<file path="config.mk">
export PLATFORM = sky130hd
export DESIGN_NAME = serial_adder
export DESIGN_NICKNAME = d
export VERILOG_FILES = /design/src/rtl/serial_adder.sv
export SDC_FILE = /design/constraint.sdc
export NUM_CORES = 1
export LEC_CHECK = 0
export BUFFER_PORTS_ARGS = -buffer_cell sky130_fd_sc_hd__buf_2
export CORE_UTILIZATION = 52
export CTS_BUF_LIST = sky130_fd_sc_hd__clkbuf_8
export DETAILED_ROUTE_END_ITERATION = 8
export MAX_ROUTING_LAYER = met4
export PLACE_DENSITY = 0.76
export RECOVER_POWER = 100
export SLEW_MARGIN = 20
export SYNTH_ARGS = -nofsm -noshare
export SYNTH_HDL_FRONTEND = slang
export SYNTH_SLANG_ARGS = --single-unit
</file>
<file path="constraint.sdc">
create_clock -name clk -period 2.35 [get_ports clk]
set_input_delay 0.5875 -clock clk [delete_from_list [all_inputs] [get_ports clk]]
set_output_delay 0.5875 -clock clk [all_outputs]
set_load 0.01 [all_outputs]
</file>
<file path="src/rtl/serial_adder.sv">
// Bit-serial adder: one full-adder cell, LSB first, WIDTH cycles per add.
// Define SERIAL_ADDER_SUB_EN to add the sub port (a - b via ~b and carry-in 1).
module serial_adder #(
  parameter int WIDTH = 8
) (
  input  logic             clk,
  input  logic             rst_n,
  input  logic             start,
  input  logic [WIDTH-1:0] a,
  input  logic [WIDTH-1:0] b,
  input  logic             cin,
`ifdef SERIAL_ADDER_SUB_EN
  input  logic             sub,
`endif
  output logic             busy,
  output logic             done,
  output logic [WIDTH-1:0] sum,
  output logic             carry,
  output logic             overflow
);

  localparam int CW = $clog2(WIDTH);

  localparam logic [1:0] S_IDLE = 2'd0;
  localparam logic [1:0] S_ADD  = 2'd1;
  localparam logic [1:0] S_DONE = 2'd2;

  logic [1:0]       r_state;
  logic [CW-1:0]    r_cnt;
  logic [WIDTH-1:0] r_a;
  logic [WIDTH-1:0] r_b;
  logic             r_c;
  logic [WIDTH-1:0] r_sum;
  logic             r_carry;
  logic             r_ovf;

  logic [WIDTH-1:0] w_b_ld;
  logic             w_c_ld;
  logic             w_s;
  logic             w_co;
  logic             w_last;

`ifdef SERIAL_ADDER_SUB_EN
  always_comb begin
    w_b_ld = sub ? ~b : b;
    w_c_ld = sub ? 1'b1 : cin;
  end
`else
  always_comb begin
    w_b_ld = b;
    w_c_ld = cin;
  end
`endif

  assign w_s    = r_a[0] ^ r_b[0] ^ r_c;
  assign w_co   = (r_a[0] & r_b[0])
                | (r_c & (r_a[0] ^ r_b[0]));
  assign w_last = (r_cnt == CW'(WIDTH - 1));

  // r_a doubles as the result shifter: sum bits enter at the MSB
  always_ff @(posedge clk or negedge rst_n) begin
    if (!rst_n) begin
      r_state <= S_IDLE;
      r_cnt   <= '0;
      r_a     <= '0;
      r_b     <= '0;
      r_c     <= 1'b0;
      r_sum   <= '0;
      r_carry <= 1'b0;
      r_ovf   <= 1'b0;
    end else begin
      unique case (r_state)
        S_IDLE: begin
          if (start) begin
            r_a     <= a;
            r_b     <= w_b_ld;
            r_c     <= w_c_ld;
            r_cnt   <= '0;
            r_state <= S_ADD;
          end
        end
        S_ADD: begin
          r_a   <= {w_s, r_a[WIDTH-1:1]};
          r_b   <= {1'b0, r_b[WIDTH-1:1]};
          r_c   <= w_co;
          r_cnt <= r_cnt + CW'(1);
          if (w_last) begin
            r_state <= S_DONE;
            r_sum   <= {w_s, r_a[WIDTH-1:1]};
            r_carry <= w_co;
            r_ovf   <= r_c ^ w_co;
          end
        end
        S_DONE: r_state <= S_IDLE;
        default: r_state <= S_IDLE;
      endcase
    end
  end

  assign busy     = (r_state == S_ADD);
  assign done     = (r_state == S_DONE);
  assign sum      = r_sum;
  assign carry    = r_carry;
  assign overflow = r_ovf;

endmodule

</file>
==> qor.csv <==
metric,value,unit
outcome,finished with violations,
violations,"capacitance limit, slew limit",
r2r_slack,280,ps
slowest_stage,dfrtp_1,
netlist_instances,125,
crit_chain,or2b_1 > inv_2 > clkbuf_1,
cpLargestDelayFamily,flip-flops,
htreeDepth,2,
fp.dieW,56.2,µm
area_growth,14.9,%
wl_per_cell,15.6,µm
slew_violations,33,
gp_congestion,0.832,
cts.reportedPaths.clkPinSlew,60,ps
cts_tree,done,
synth_area,0.00153,mm²
setup_viol,0,
synth-seq-cells,32,
yosys_warnings,0,
first_pass_iters,4,
cp.depth,3,
grt_pass1_vias,1118,
maxCapViolations,1,
p_per_area,1280,mW/mm²
syn-num-nets,148,
cp_num_buf_inv,2,
routed_wl,2950,µm
hold_viol_final,0,
worstSetupPathType,reg -> out,
rows,19,
cts_hold_buf,0,
vdd_ir_drop_max,0.763,mV
grt_start_max_net_pins,33,
die_y,56.2,µm
vias,1111,
ant_nets,0,
synth-edff-count,0,
tns,0,ps
worst_setup_path_start_kind,flop,
required,1760,ps
grt_antenna_before_repair,0,
cts_buffer_depth,2,
fin_skew,2.46,ps
yosysUniqueCellTypes,27,
critPathArrivalTime,1630,ps
cts_resized,0,
overflow,0,
fin_crit,2210,ps
fin_nets,180,
post-route-period-util,94.2,%
r2r_end,r_a[0],
ys_async_sr_fraction,100,%
crit_path_end_kind,output port,
portBuffers,31,
tightest_slew,1650,ps
hpwl,2030,µm
initial_core_util,55.0,%
io_pins,32,
cts_setup_buffers,0,
worstReg2RegStart,r_state[0],
clockRootBuffer,clkbuf_8,
p_leak,0.784,nW
via_per_inst,5.88,
worst_skew_pair.late_latency,280,ps
fmax,0.452,GHz
final_layout_size_suffix_gt1_share,25.9,%
worstPathMaxFanout,20,
endpoint,busy,
drc,0,
drt-initial-drc-count,18,
yosysSeqAreaShare,52.3,%
r2r_cells,3,
syn_avg_cell_area,12.2,µm²
utilization,63.2,%
crit_start,r_state[1],
clock-sinks,32,
grt_pass1_wl,5250,µm
ys.flop_type,dfrtp_1,
grt_usage,22.7,%
slew-limit-headroom,-10.2,%
die_area,0.00316,mm²
rsz0062_at_grt,false,
antennaDiodeCount,0,
numCtsBuffers,5,
hold_class,reg -> reg,
critPathMaxStageDelay,580,ps
core_area,0.00278,mm²
cell usage in the layout, fill, tap and decap left out, types with 2 or more instances in the layout:
cell type   n
inv_1      16
buf_2      18
nand2_1     2
nand2b_1    2
dfrtp_1    32
nor4b_1    13
buf_4       2
ha_1        2
mux2_2     10
a221oi_1    6
nor3b_1     7
o221a_2     3
a211oi_1    7
clkbuf_8    6
clkbuf_1   15
a22o_1      2
or4b_1      3
cells by family after synthesis:
group | count (synthesis) | share of synthesized area [%]
adder cells (fa/ha/maj) | 3 | 2.94
buffers and inverters | 25 | 7.77
XOR/XNOR | 1 | 0.572
AO/OA/AOI/OAI | 22 | 12.3
flip-flops | 32 | 52.3
AND/OR/NAND/NOR | 31 | 16.1
multiplexers | 11 | 8.01
flip-flops by register name (all words and copies together), names as in the netlist:
register and cells:
carry 1, r_state 2, overflow 1, r_a 8, r_c 1, r_b 8
r_cnt 3, sum 8
metrics by stage:
stage	std cells	setup WS (ps)	power (mW)	hold WS, ps	instance area (µm²)
2_1_floorplan	125	844	1.62	292	1530
3_5_place_dp	181	438	1.88	484	1690
6_report	189	136	2.25	492	1760
5_1_grt	189	48.8	2.42	495	1760
3_3_place_gp	181	465	1.84	480	1690
4_1_cts	189	151	2.31	370	1780
where the power goes:
part           internal, mW  switching (mW)  total [mW]  leakage [nW]
Combinational         0.418           0.438       0.855         0.364
Clock                 0.230           0.186       0.416        0.0538
Sequential            0.813           0.167       0.980         0.366
per-layer routing:
layer  vias up  share of wire (%)  global-route usage [%]
met5         -                  0                       -
met4         0                1.6                    8.36
met3         5                4.1                    6.98
met2        27                 48                    35.5
met1       555                 46                    27.9
li1        524                  -                       -
worst min-delay path by stage:
stage	start	end	slack (ps)	cells past startpoint
after global routing	r_cnt[0]	r_cnt[0]	500	1
after detailed placement	r_cnt[0]	r_cnt[0]	480	1
after global placement	r_cnt[0]	r_cnt[0]	480	1
after floorplan	rst_n	carry	290	0
final	r_cnt[0]	r_cnt[0]	490	1
after CTS	rst_n	sum[5]	370	1
synthesized netlist by cell type, drive strengths merged, types with 2 or more instances:
master / count / area [µm²]
o221a: 3 / 33.8
nand2: 2 / 7.51
a211oi: 7 / 52.6
a22o: 2 / 17.5
mux2: 10 / 113
or4b: 3 / 30.0
inv: 15 / 56.3
dfrtp: 32 / 801
a221oi: 6 / 52.6
buf: 10 / 62.6
nand2b: 2 / 12.5
nor4b: 13 / 114
nor3b: 7 / 52.6
ha: 2 / 25.0
area by class of cell:
class / count / area, µm²
clock buffer: 6 / 82.6
tap: 31 / 38.8
fill: 232 / 1020
clock inverter: 2 / 7.51
inverter: 15 / 56.3
timing repair buffer: 35 / 161
sequential: 32 / 801
multi-input combinational: 68 / 611
worst reg2reg max path: stages (launching register included):
cell and delay, ps:
dfrtp_1 430, clkbuf_1 300, o21bai_1 940, a221oi_1 210
(Power assumes the default switching activity.)
